===== src/rtl/aibnd_dll_code_ctrl.sv =====
// DLL loop controller: filters phase-detector early/late samples into a 10-bit
// delay code, sequences code_valid around each code change and flags lock.
// Optional override port pair is compiled in with AIBND_DLL_CODE_OVRD_EN.
module aibnd_dll_code_ctrl #(
  parameter int         FILT_TH   = 4,
  parameter int         SETTLE    = 2,
  parameter int         LOCK_REV  = 4,
  parameter logic [9:0] INIT_CODE = 10'd0
) (
  input  logic       ck,
  input  logic       nrst,
  input  logic       dll_en,
  input  logic       pd_valid,
  input  logic       pd_up,
`ifdef AIBND_DLL_CODE_OVRD_EN
  input  logic       ovrd_en,
  input  logic [9:0] ovrd_code,
`endif
  input  logic       vcc_aibnd,
  input  logic       vss_aibnd,
  output logic [6:0] f_gray,
  output logic [2:0] i_gray,
  output logic       code_valid,
  output logic       dll_lock,
  output logic [9:0] code_bin,
  output logic [1:0] dbg_state
);

  typedef enum logic [1:0] {
    ST_INIT  = 2'd0,
    ST_TRACK = 2'd1,
    ST_DROP  = 2'd2,
    ST_RAISE = 2'd3
  } state_t;

  localparam logic [3:0]        SETTLE_M1  = 4'(SETTLE - 1);
  localparam logic [3:0]        LOCK_REV_L = 4'(LOCK_REV);
  localparam logic signed [4:0] TH_P       = 5'(FILT_TH);
  localparam logic signed [4:0] TH_N       = 5'(-FILT_TH);
  localparam logic [6:0]        INIT_F     = INIT_CODE[9:3] ^ (INIT_CODE[9:3] >> 1);
  localparam logic [2:0]        INIT_I     = INIT_CODE[2:0] ^ (INIT_CODE[2:0] >> 1);

  state_t            r_state;
  logic [3:0]        r_cnt;
  logic signed [4:0] r_acc;
  logic [3:0]        r_rev;
  logic              r_last_vld;
  logic              r_last_dir;
  logic              r_step_dir;
  logic              r_ovrd_step;
  logic [9:0]        r_tgt;
  logic [9:0]        r_code;
  logic [6:0]        r_f_gray;
  logic [2:0]        r_i_gray;
  logic              r_valid;
  logic              r_lock;

  logic              w_ovrd_en;
  logic [9:0]        w_ovrd_code;
  logic signed [4:0] w_acc_nxt;
  logic              w_hit;
  logic              w_sat;
  logic              w_rev;
  logic [3:0]        w_rev_nxt;
  logic [9:0]        w_code_nxt;
  logic              w_unused;

`ifdef AIBND_DLL_CODE_OVRD_EN
  assign w_ovrd_en   = ovrd_en;
  assign w_ovrd_code = ovrd_code;
`else
  assign w_ovrd_en   = 1'b0;
  assign w_ovrd_code = 10'd0;
`endif

  // Supplies carry no logic function.
  assign w_unused = ^{vcc_aibnd, vss_aibnd};

  assign w_acc_nxt  = pd_up ? (r_acc + 5'sd1) : (r_acc - 5'sd1);
  assign w_hit      = (w_acc_nxt == TH_P) || (w_acc_nxt == TH_N);
  assign w_sat      = pd_up ? (r_code == 10'h3FF) : (r_code == 10'h000);
  assign w_rev      = r_last_vld && (r_last_dir != pd_up);
  assign w_rev_nxt  = (r_rev == 4'hF) ? 4'hF : (r_rev + 4'd1);
  assign w_code_nxt = r_ovrd_step ? r_tgt :
                      (r_step_dir ? (r_code + 10'd1) : (r_code - 10'd1));

  always_ff @(posedge ck or negedge nrst) begin
    if (!nrst) begin
      r_state     <= ST_INIT;
      r_cnt       <= 4'd0;
      r_acc       <= 5'sd0;
      r_rev       <= 4'd0;
      r_last_vld  <= 1'b0;
      r_last_dir  <= 1'b0;
      r_step_dir  <= 1'b0;
      r_ovrd_step <= 1'b0;
      r_tgt       <= INIT_CODE;
      r_code      <= INIT_CODE;
      r_f_gray    <= INIT_F;
      r_i_gray    <= INIT_I;
      r_valid     <= 1'b0;
      r_lock      <= 1'b0;
    end else begin
      if (w_ovrd_en) r_lock <= 1'b0;
      case (r_state)
        ST_INIT: begin
          r_acc <= 5'sd0;
          if (r_cnt == SETTLE_M1) begin
            r_cnt   <= 4'd0;
            r_valid <= 1'b1;
            r_state <= ST_TRACK;
          end else begin
            r_cnt <= r_cnt + 4'd1;
          end
        end
        ST_TRACK: begin
          if (w_ovrd_en) begin
            r_acc <= 5'sd0;
            if (w_ovrd_code != r_code) begin
              r_tgt       <= w_ovrd_code;
              r_ovrd_step <= 1'b1;
              r_valid     <= 1'b0;
              r_cnt       <= 4'd0;
              r_state     <= ST_DROP;
            end
          end else if (!dll_en) begin
            r_acc      <= 5'sd0;
            r_rev      <= 4'd0;
            r_last_vld <= 1'b0;
            r_last_dir <= 1'b0;
            r_lock     <= 1'b0;
            r_valid    <= 1'b1;
          end else if (pd_valid) begin
            if (w_hit) begin
              r_acc      <= 5'sd0;
              r_step_dir <= pd_up;
              // A saturated step is dropped entirely: it is not a real step
              // and so does not become the reference for reversal detection.
              if (!w_sat) begin
                r_ovrd_step <= 1'b0;
                r_valid     <= 1'b0;
                r_cnt       <= 4'd0;
                r_state     <= ST_DROP;
                r_last_vld  <= 1'b1;
                r_last_dir  <= pd_up;
                if (w_rev) begin
                  r_rev <= w_rev_nxt;
                  if (w_rev_nxt >= LOCK_REV_L) r_lock <= 1'b1;
                end
              end
            end else begin
              r_acc <= w_acc_nxt;
            end
          end
        end
        ST_DROP: begin
          if (r_cnt == SETTLE_M1) begin
            r_cnt    <= 4'd0;
            r_code   <= w_code_nxt;
            r_f_gray <= w_code_nxt[9:3] ^ (w_code_nxt[9:3] >> 1);
            r_i_gray <= w_code_nxt[2:0] ^ (w_code_nxt[2:0] >> 1);
            r_state  <= ST_RAISE;
          end else begin
            r_cnt <= r_cnt + 4'd1;
          end
        end
        ST_RAISE: begin
          if (r_cnt == SETTLE_M1) begin
            r_cnt   <= 4'd0;
            r_valid <= 1'b1;
            r_state <= ST_TRACK;
          end else begin
            r_cnt <= r_cnt + 4'd1;
          end
        end
        default: r_state <= ST_INIT;
      endcase
    end
  end

  assign f_gray     = r_f_gray;
  assign i_gray     = r_i_gray;
  assign code_valid = r_valid;
  assign dll_lock   = r_lock;
  assign code_bin   = r_code;
  assign dbg_state  = r_state;

endmodule


===== config.mk =====
export PLATFORM = sky130hd
export DESIGN_NAME = aibnd_dll_code_ctrl
export DESIGN_NICKNAME = d
export VERILOG_FILES = /design/src/rtl/aibnd_dll_code_ctrl.sv
export SDC_FILE = /design/constraint.sdc
export NUM_CORES = 1
export LEC_CHECK = 0
export CORE_MARGIN = 3
export CORE_UTILIZATION = 51
export CTS_CLUSTER_SIZE = 40
export DETAILED_ROUTE_END_ITERATION = 16
export PLACE_DENSITY = 0.77
export RECOVER_POWER = 50
export SETUP_SLACK_MARGIN = 0.4
export SLEW_MARGIN = 20
export SYNTH_ARGS = -nofsm -noshare
export SYNTH_HDL_FRONTEND = slang
export SYNTH_SLANG_ARGS = --single-unit

===== constraint.sdc =====
create_clock -name ck -period 2.43 [get_ports ck]
set_input_delay 0.3645 -clock ck [delete_from_list [all_inputs] [get_ports ck]]
set_output_delay 0.3645 -clock ck [all_outputs]
set_load 0.01 [all_outputs]

## Yosys cells after proc, flatten, opt, wreduce, memory -nomap -nowiden

Cells that the tools add are included.

- Register bits: 40
- Bits of input ports: 7
- Output and inout bits: 24
- Logic and storage cells: 107

- Add/sub/neg operators: 6
- Order comparisons: 1
- Equal/unequal tests: 23
- Multiplexer cells: 46
- Bitwise gates (word level): 2
- Reductions and logical operators: 17

Operators by type and width:

| operator | number |
|---|---|
| 2-to-1 mux 4 bit | 11 |
| 2-to-1 mux 1 bit | 20 |
| 2-to-1 mux 5 bit | 4 |
| 2-to-1 mux 2 bit | 6 |
| inequality test 2 bit, second input constant | 6 |
| AND reduction 4 bit | 3 |
| AND reduction 6 bit | 2 |
| adder 10 x 1 -> 10 bit, second input constant | 1 |
| equality test 10 bit, second input constant | 1 |
| logical NOT 10 bit | 1 |
| 2-to-1 mux 10 bit | 1 |
| inequality test 2 x 1 -> 1 bit, second input constant | 5 |
| case mux 5 bit (2 select lines) | 1 |
| AND reduction 5 bit | 2 |
| subtractor 10 x 1 -> 10 bit, second input constant | 1 |
| inequality test 3 bit, second input constant | 3 |
| adder 4 x 1 -> 4 bit, second input constant | 2 |
| case mux 4 bit (2 select lines) | 1 |
| XOR 7 x 6 -> 7 bit | 1 |
| case mux 2 bit (3 select lines) | 1 |
| adder 5 x 2 -> 5 bit, second input constant | 1 |
| equality test 5 x 3 -> 1 bit, second input constant | 1 |
| equality test 5 x 4 -> 1 bit, second input constant | 1 |
| subtractor 5 x 2 -> 5 bit, second input constant | 1 |
| other kinds (15) | 18 |

## Depth between registers and ports, before layout

- Depth in word-level cells: 9
- Depth in mapped cells: 9
- Depth with buffers taken out: 8

## Worst setup path before layout

No wires, ideal clock.

- Path type: input-to-reg
- From: input pd_up
- To: register r_rev[0]
- Setup time: 0.125 ns
- Arrival time: 2.540 ns
- Required time: 2.305 ns
- Slack: -0.235 ns
- Stages: 9
- Path buffers: 1
- Path through: buf_2 > inv_1 > ha_1 > and3_1 > or3_4 > and4_4 > nor4_4 > a31o_4 > mux2_4

- Word-level cells in the longest chain between the ends: 5
- Elaborated cells on any way between the ends: 11
- Classes of those cells: eq/ne: 6; mux: 2; reduce/logical: 3

RTL lines:

| what | line | text |
|---|---|---|
| start, declared | 14 | `input logic pd_up,` |
| 2-to-1 mux 5 bit | 79 | `assign w_acc_nxt = pd_up ? (r_acc + 5'sd1) : (r_acc - 5'sd1);` |
| equality test 5 x 4 -> 1 bit / equality test 5 x 3 -> 1 bit (equally long branches) | 80 | `assign w_hit = (w_acc_nxt == TH_P) \|\| (w_acc_nxt == TH_N);` |
| logical OR 1 bit | 80 |  |
| inequality test 2 x 1 -> 1 bit (no line) | -- |  |
| AND reduction 5 bit (no line) * | -- |  |
| end signal, assigned | 147 | `r_rev <= w_rev_nxt;` |
| end, declared | 46 | `logic [3:0] r_rev;` |

Mark *: on every way between the ends. The rest lies on a longest branch, timed or not.
A chain may end at the register's enable or synchronous reset.

## Worst setup path in the final report

- From: register r_acc[1]
- To: register r_acc[0]

- Word-level cells in the longest chain between the ends: 8
- Elaborated cells on any way between the ends: 10
- Classes of those cells: add/sub: 2; eq/ne: 2; mux: 5; reduce/logical: 1

RTL lines:

| what | line | text |
|---|---|---|
| start, declared | 45 | `logic signed [4:0] r_acc;` |
| start signal, assigned | 152 | `r_acc <= w_acc_nxt;` |
| subtractor 5 x 2 -> 5 bit / adder 5 x 2 -> 5 bit (equally long branches) | 79 |  |
| 2-to-1 mux 5 bit * | 79 |  |
| equality test 5 x 4 -> 1 bit / equality test 5 x 3 -> 1 bit (equally long branches) | 80 |  |
| logical OR 1 bit * | 80 |  |
| 2-to-1 mux 5 bit * | 134 | `if (w_hit) begin` |
| 2-to-1 mux 5 bit * | 133 | `end else if (pd_valid) begin` |
| 2-to-1 mux 5 bit * | 126 | `end else if (!dll_en) begin` |
| case mux 5 bit (2 select lines) * | 105 | `case (r_state)` |

Mark *: on every way between the ends. The rest lies on a longest branch, timed or not. The select of a mux whose other input is x is not followed.

==> flow_summary.toml <==
[logic_synthesis]
async_flop_share_pct = 100.0
synth_cells = 258
synth_nets = 286
syn_area_per_cell_um2 = 10.04
synth_area_leaders = "dfrtp_1, ha_1, xnor2_1"
yosys_warnings = 0
ys_top_cells_by_count = "dfrtp_1, nand2_1, ha_1"
yosysUniqueCellTypes = 59
synth-edff-count = 0
synth.most_common_cell = "dfrtp_1"
synth_area_leader_cell = "dfrtp_1"
synth_top_flop_cell = "dfrtp_1"
synth.ff_latch_count = 38
netlist_area_um2 = 2590
yosysSeqAreaShare_pct = 36.71
post-synth-top-area-fraction_pct = 36.71

[routing]
drc_errors = 0
vias = 2304
drt_wl_total_um = 7307
routed_via_density = 5.878
avgRoutedWirePerCell_um = 18.64
first_iter_violations = 126
first_pass_iters = 5
postRouteAntennaNets = 0

[timing]
fin_crit_sh_pct = 95.47
slew_headroom_pct = -38.59
setup_viol = 0
tightest_slew_ps = 2079
rsz0062_at_grt = "true"
finalCriticalPeriod_ps = 2320
slew_violations = 39
fin_skew_ps = 4.890
hold_slack_ps = 496.5
clock.fmax_mhz = 431.0
hold_viol = 0

[global_route]
grt_overflow = 0
grt_pass1_vias = 2184
antenna_found_initial = 0
grt_max_degree = 39
grtUsageTotal_pct = 21.49
grt_pass1_wl_um = 10320

[run_status]
outcome = "finished, violations left"
violations = "max-capacitance violations, max-slew violations"

[clocking]
clockBufferDepth = 2
cts_sinks = 38
clkSlewWorstSetupHoldPaths_ps = 80
clkLatencyLatePin_ps = 300
cts_htree_levels = 2
cts_tree = "built"
clockRootBuffer = "clkbuf_8"
numCtsBuffers = 5

[layout]
final.fill_count = 294
n_antenna_cell = 0
final_cells = 392
syn2layout_area_growth_pct = 43.33
drive_gt1_share_pct = 36.31
nNetsFinal = 352

[critical_path]
reg2regPathDepth = 7
r2r_end = "r_acc[0]"
reg2reg_from = "r_acc[1]"
start_kind = "flop"
critPathRequiredTime_ps = 2620
path_cells = "ha_4, and3_4, or3_4, and4_4, or3_4, and2_4, mux2_2"
cp-end-kind = "flop"
max_stage_delay_ps = 440
worstPathMaxFanout = 6
path_class = "flop to flop"
r2r_slack_ps = 110
cpMaxStageDelayCell = "dfrtp_1"
arrival_ps = 2510
crit_path_frequent_cell = "or3_4"

[min_path]
min_from = "i_gray[1]"
hold_depth = 2
holdPathEnd = "i_gray[1]"
hold_path_class = "flop to flop"

[floorplanning]
start_util_pct = 53.77
coreArea_um2 = 4817
die-area_um2 = 5969
die_h_um = 77.26
io_pins = 31
die_w_um = 77.26
rows = 25

[placed_design]
portBuffers = 28
dpl.hpwl_um = 3946
dp_cells = 362
gp_congestion = 0.8378

[power]
pwr_density_cell_nw_per_um2 = 1210
p_int_mw = 2.612
power.net_switching_mw = 1.879
pwr-share-comb_pct = 64.2
pwr-share-seq_pct = 23.3
power_leakage_nw = 1.649
power_frac_clock_pct = 12.4
swShare_pct = 41.85
ir_worst_vdd_mv = 0.8040
p_total_mw = 4.491

[flow_run]
maxCapViolCount = 1
[per-stage QoR]
stage | setup TNS [ps] | setup WS, ps | cell area, µm² | util (%)
floorplan | -1.170 | -1.170 | 2659 | -
global placement | -8154 | -510.6 | 3074 | 63.82
detailed placement | -8974 | -556.3 | 3074 | 63.82
CTS | 0 | 111.2 | 3421 | 71.01
global route | 0 | 25.90 | 3712 | 77.06
finish | 0 | 110.1 | 3712 | 77.06
[final cells by class]
| cell class | count | area (µm²) | share of cell area, % |
|---|---|---|---|
| clock inverter | 3 | 45.04 | 1.213 |
| timing repair buffer | 67 | 599.3 | 16.14 |
| multi-input combinational | 201 | 1909 | 51.43 |
| sequential | 38 | 952.2 | 25.65 |
| clock buffer | 5 | 68.82 | 1.854 |
| inverter | 11 | 53.80 | 1.449 |
| tap | 67 | 83.83 | 2.258 |
[metal layers]
metal | routed length [µm] | vias to the layer above | track usage, %
met5 | 0 | - | 0
li1 | - | 1065 | -
met3 | 408 | 26 | 4.225
met1 | 2984 | 1130 | 26.56
met4 | 206 | 0 | 6.584
met2 | 3708 | 83 | 37.65
[flip-flops by register name (all words and copies together), names as in the netlist]
name,cells
code_bin,10
f_gray,6
r_acc,5
r_cnt,4
r_rev,4
dbg_state,2
i_gray,2
code_valid,1
dll_lock,1
r_last_dir,1
r_last_vld,1
r_step_dir,1
[cell families after synthesis]
family	synth area share (%)
flops	36.71
mux	5.314
simple gates	18.45
xor+xnor	7.971
fa+ha+maj	10.72
buf+inv	3.381
compound gates	17.44
[worst max-delay path, delay by kind of cell (launching register included)]
| family | cells | cell delay (ps) |
|---|---|---|
| and+or+nand+nor | 5 | 1280 |
| DFF | 1 | 440 |
| adders and majority gates | 1 | 240 |
| muxes | 1 | 250 |
[power by group through the flow]
| stage | Sequential [mW] | Combinational, mW | Clock, mW |
|---|---|---|---|
| CTS | 1.02 | 2.41 | 0.565 |
| global route | 1.07 | 3.09 | 0.583 |
| global placement | 1.01 | 2.05 | 0 |
| detailed placement | 1.01 | 2.11 | 0 |
| finish | 1.05 | 2.88 | 0.558 |
| floorplan | 1.04 | 1.44 | 0 |
[how the worst max path moves through the flow]
| stage | slack [ps] | endpoint | start | cells past startpoint |
|---|---|---|---|---|
| 2_1_floorplan | -1 | r_acc[4] | pd_up | 9 |
| 3_3_place_gp | -510 | r_acc[4] | pd_up | 9 |
| 3_5_place_dp | -560 | r_acc[4] | pd_up | 9 |
| 4_1_cts | 110 | r_acc[0] | r_acc[2] | 7 |
| 5_1_grt | 30 | r_cnt[1] | r_acc[1] | 10 |
| 6_report | 110 | r_acc[0] | r_acc[1] | 7 |
[repair_timing]
action / CTS / global route
buffers inserted: 7 / 15
setup endpoints to repair: 26 / 29
hold buffers: 0 / 0
pin swaps: 19 / 26
gates cloned: 0 / 0
resized for setup: 41 / 32
[layout by cell type, fill, tap and decap left out, types with 3 or more instances in the layout]
cell and count:
nor2_1 8, nand4_1 3, xor2_1 9, clkdlybuf4s50_1 15
and3_1 3, nand3b_1 5, o21ai_1 7, mux2i_1 4
dfrtp_1 37, inv_1 8, o21ai_2 4, a21oi_2 3
ha_4 9, nand2_1 17, nand3_1 8, nor3_1 3
a21oi_1 5, buf_6 9, buf_4 29, a22oi_2 3
ha_1 10, nor4_1 3, xnor2_1 6, a22o_1 5
mux2_4 3, o21ai_0 8, mux2_2 5, clkbuf_8 5
nand2b_1 4, and2_1 4, dlygate4sd3_1 11, xnor2_2 4
No activity file was read; power rests on OpenSTA's default activity.
==> variant 1, RTL diff (same settings) <==
Add a define of `AIBND_DLL_CODE_OVRD_EN`.
--- a/src/rtl/aibnd_dll_code_ctrl.sv
+++ b/src/rtl/aibnd_dll_code_ctrl.sv
@@ -1,6 +1,8 @@
 // DLL loop controller: filters phase-detector early/late samples into a 10-bit
 // delay code, sequences code_valid around each code change and flags lock.
 // Optional override port pair is compiled in with AIBND_DLL_CODE_OVRD_EN.
+`define AIBND_DLL_CODE_OVRD_EN
+
 module aibnd_dll_code_ctrl #(
   parameter int         FILT_TH   = 4,
   parameter int         SETTLE    = 2,
Interface: changed (added ovrd_code and ovrd_en); port bits go from 31 to 42. The function was not compared with the original's and may differ.
==> variant 1 against the original RTL <==
- clock skew up 0.0015 ns
- synthesized cell count up 32%
- power increased by 2.8%
- non-clock buffer count up 14
- count of clock-buffer cells in the layout is 2 higher
- sequential cell count is 11 higher
- area after synthesis up 25%
- wire length is 15% higher
- clock power up 9.3%
- worst setup slack worse by 0.036 ns
- final cell count up 26%
- maximum frequency is 1.5% lower
- final area up 16%
- critical path type is now in -> reg
==> variant 1: results (changes against the original RTL) <==
final cell count without fillers 493 (+26%); # clk buffers 7 (+2); worst flop-to-flop path startpoint r_acc[1]$_DFFE_PN0P_; post-synthesis sequential area ratio 38.0% (+1.3 points); CP max FO 8 (+2); Placer Congestion 0.815 (-2.7%); Pwr per Cell Area 1070 nW/um^2 (-12%); Non-clk bufs 81 (+21%); IO buf count 39 (+39%); first-pass GRT wire length 13.9 mm (+35%); # fillers 409 (+39%); sw frac 39.6% (-2.3 points); layout cells sized above 1 26.6% (-9.8 points); nets 456 (+30%); placed inst area 3910 sq um (+27%); Synth Register Bits 49 (+29%); hpwl dp 5.76 mm (+46%); clock-net power 0.610 mW (+9.3%); Clock-cell share 2.69% (-0.37 points); vias after detailed routing 2,920 (+27%); Seq power 1.44 mW (+37%); Detailed Route WL 8.43 mm (+15%); Netlist cell types 56 (-5.1%); Min Hold Slack 0.306 ns (-0.191 ns); Pleak 1.90 nW (+15%); post-synthesis mux area share 6.01% (+0.69 points); cells after synthesis 341 (+32%); syn_nets 380 (+33%); status finished, final reports clean; initial DRC count 310 (+150%); largest net degree at the start of global routing 27 (-31%); r2r setup slk 0.08 ns (-0.03 ns); end of the worst register-to-register path r_cnt[2]$_DFFE_PN0P_; Non-clk invs 8 (-3); HP Class in -> async; dpl cells 470 (+30%); worst vdd ir 0.000690 V (-14%); clk_skew 0.00637 ns (+0.00148 ns); crit path DAT 2.56 ns (+0.05 ns); Seq area share 28.5% (+2.9 points); Multi-In Gates 272 (+35%); Synth area leaders dfrtp_1, ha_1, xor2_1; adder-cell share of the synthesized area 8.60% (-2.1 points)
[variant 1: how the worst max path moves through the flow]
stage                         startpoint                  endpoint  slack (ns)  depth (start not counted)
CTS                 r_acc[0]$_DFFE_PN0P_      r_cnt[2]$_DFFE_PN0P_        0.11                          8
detailed placement                 pd_up  dbg_state[1]$_DFFE_PN0P_       -0.49                         10
finish                             pd_up      r_cnt[2]$_DFFE_PN0P_        0.07                         10
global route        r_acc[1]$_DFFE_PN0P_      r_cnt[0]$_DFFE_PN0P_      -0.008                          9
floorplan                          pd_up  dbg_state[1]$_DFFE_PN0P_        0.11                         10
global placement                   pd_up  dbg_state[1]$_DFFE_PN0P_       -0.44                         10
[variant 1: repair_timing]
| action | 4_1_cts | 5_1_grt |
|---|---|---|
| setup buffers | 11 | 3 |
| endpoints found under the setup margin | 29 | 36 |
| cloned | 1 | 0 |
| pin swaps | 24 | 13 |
| resized for setup | 25 | 21 |
[variant 1: cells by family (layout without fill, tap and decap cells)]
group | count (synthesis) | count (layout)
buf+inv | 21 | 97
compound gates | 86 | 86
flops | 49 | 49
simple gates | 118 | 119
mux | 18 | 18
fa+ha+maj | 21 | 21
xor+xnor | 28 | 28
[variant 1: routing by layer]
metal / share of wire [%] / track usage (%)
met3: 4.5 / 3.36
met4: 1.3 / 6.33
met1: 43 / 30.6
met2: 51 / 41.5
met5: 0 / 0
[variant 1: critical path, cell delays in order]
cell           delay [ns]
dlygate4sd2_1        0.28
inv_6                0.07
fa_2                 0.42
a21o_1               0.20
a221oi_2             0.28
or4_4                0.19
nand4_4              0.15
o2bb2ai_4            0.28
o21ai_1              0.11
a32o_1               0.21
==> variant 2, RTL diff (config.mk and constraints unchanged) <==
Made on the original files. Put one more register stage on the output `dbg_state`, with the module's reset. The value now appears one clock later. The other outputs are not delayed to match.
--- a/src/rtl/aibnd_dll_code_ctrl.sv
+++ b/src/rtl/aibnd_dll_code_ctrl.sv
@@ -183,7 +183,13 @@
   assign code_valid = r_valid;
   assign dll_lock   = r_lock;
   assign code_bin   = r_code;
-  assign dbg_state  = r_state;
+  always_ff @(posedge ck or negedge nrst) begin
+    if (!nrst) begin
+      dbg_state <= '0;
+    end else begin
+      dbg_state <= r_state;
+    end
+  end
 
 endmodule
 
Function: changed (Yosys sat finds a counterexample within 4 cycles, from zero or initial values and one cycle with nrst low).
==> variant 2 against the original RTL <==
- synthesized cell count up 3.1%
- highest routed layer unchanged
- power down 1.2%
- worst setup slack better by 0.11 ns
- sequential cell count up 2
- wire length down 8.4%
- utilization up 1.9 points
- area after synthesis up 1.9%
- final area up 3.2%
==> variant 2: results (changes against the original RTL) <==
status finished, final reports clean; worst vdd ir 0.000672 V (-16%); end of the worst register-to-register path r_rev[0]$_DFFE_PN0P_; Fmax 452 MHz (+4.8%); first-pass GRT wire length 10.8 mm (+4.8%); vias in the first global route 2,333 (+6.8%); nets 367 (+4.3%); Pint 2.64 mW (+1.2%); Commonest cells post-synth dfrtp_1, nand2_1, ha_1; M1 GR Usage 28.0% (+1.4 points); via/cell ratio 5.81 (-1.2%); GRT met3 Usage 3.48% (-0.75 points); clock-net power 0.612 mW (+9.7%); placed inst area 3240 sq um (+5.4%); Synth area leaders dfrtp_1, ha_1, nand2_1; clk_skew 0.00657 ns (+0.00168 ns); hpwl dp 4.45 mm (+13%); Pwr per Cell Area 1160 nW/um^2 (-4.3%); # Max-Cap Violations 0 (-1); M1 WL 3.00 mm (+0.37%); syn_area_per_cell 9.92 sq um (-1.2%); largest net degree at the start of global routing 26 (-33%); Overflow after GRT 0 (unchanged); Largest stage delay, worst path 0.41 ns (-0.03 ns); Detailed Routing Iterations Pass 1 4 (-1); HP Class in -> async; r2r setup slk 0.22 ns (+0.11 ns); number of flip-flops in the largest register 10 (unchanged); Worst path top cell family by delay compound AO/OA/AOI/OAI gates; routed wl met3 160 um (-61%); Placer Congestion 0.816 (-2.6%); met2 wire len 3.40 mm (-8.3%); Slowest-stage cell, CP dfrtp_1; Min Hold Slack 0.338 ns (-0.159 ns); initial DRC count 116 (-7.9%); syn_nets 294 (+2.8%); Tot GR Track Use 22.3% (+0.82 points); post-synthesis sequential area ratio 37.9% (+1.2 points); CP max FO 7 (+1); Pleak 1.68 nW (+1.6%); Slew headroom 11.7% (+50 points); layout cells sized above 1 36.8% (+0.46 points); Detailed Route WL 6.69 mm (-8.4%); Worst Setup SP r_acc[3]$_DFFE_PN0P_; Post-CTS Setup Repair Bufs 14 (+7); top sig layer met4; Setup WS pre-CTS -0.629 ns (-0.0724 ns); met2 usage 39.3% (+1.6 points); number of gates resized after CTS 46 (+12%); logic gate share of total power 61.4% (-2.8 points); Netlist cell types 58 (-1.7%); dpl cells 378 (+4.4%)
variant 2: cell types whose count changed in the layout (fill, tap and decap cells not counted), sizes merged, moves of 4 or more:
cell   unedited run  this run
nand2            21        28
buf              38        45
and2              6         0
mux2              8         4
a21oi            10        17
variant 2: final cells by class:
| type | count | area [sq um] |
|---|---|---|
| multi-input combinational | 208 | 1940 |
| fill | 304 | 1020 |
| sequential | 40 | 1010 |
| timing repair buffer | 74 | 624 |
| clock buffer | 7 | 96.3 |
| tap | 67 | 83.8 |
| inverter | 10 | 46.3 |
| clock inverter | 1 | 30.0 |
variant 2: cells by family after synthesis:
kind of cell	synth area share (%)
simple gates	19.1
compound gates	18.3
flops	37.9
xor+xnor	6.97
fa+ha+maj	10.5
buf+inv	3.56
mux	3.60
variant 2: worst reg2reg max path, stage by stage (launching register included):
cell	delay, ns
dfrtp_1	0.41
ha_4	0.33
or2b_1	0.27
a22oi_2	0.22
nor4_4	0.10
buf_4	0.16
o41a_4	0.39
a22o_1	0.23
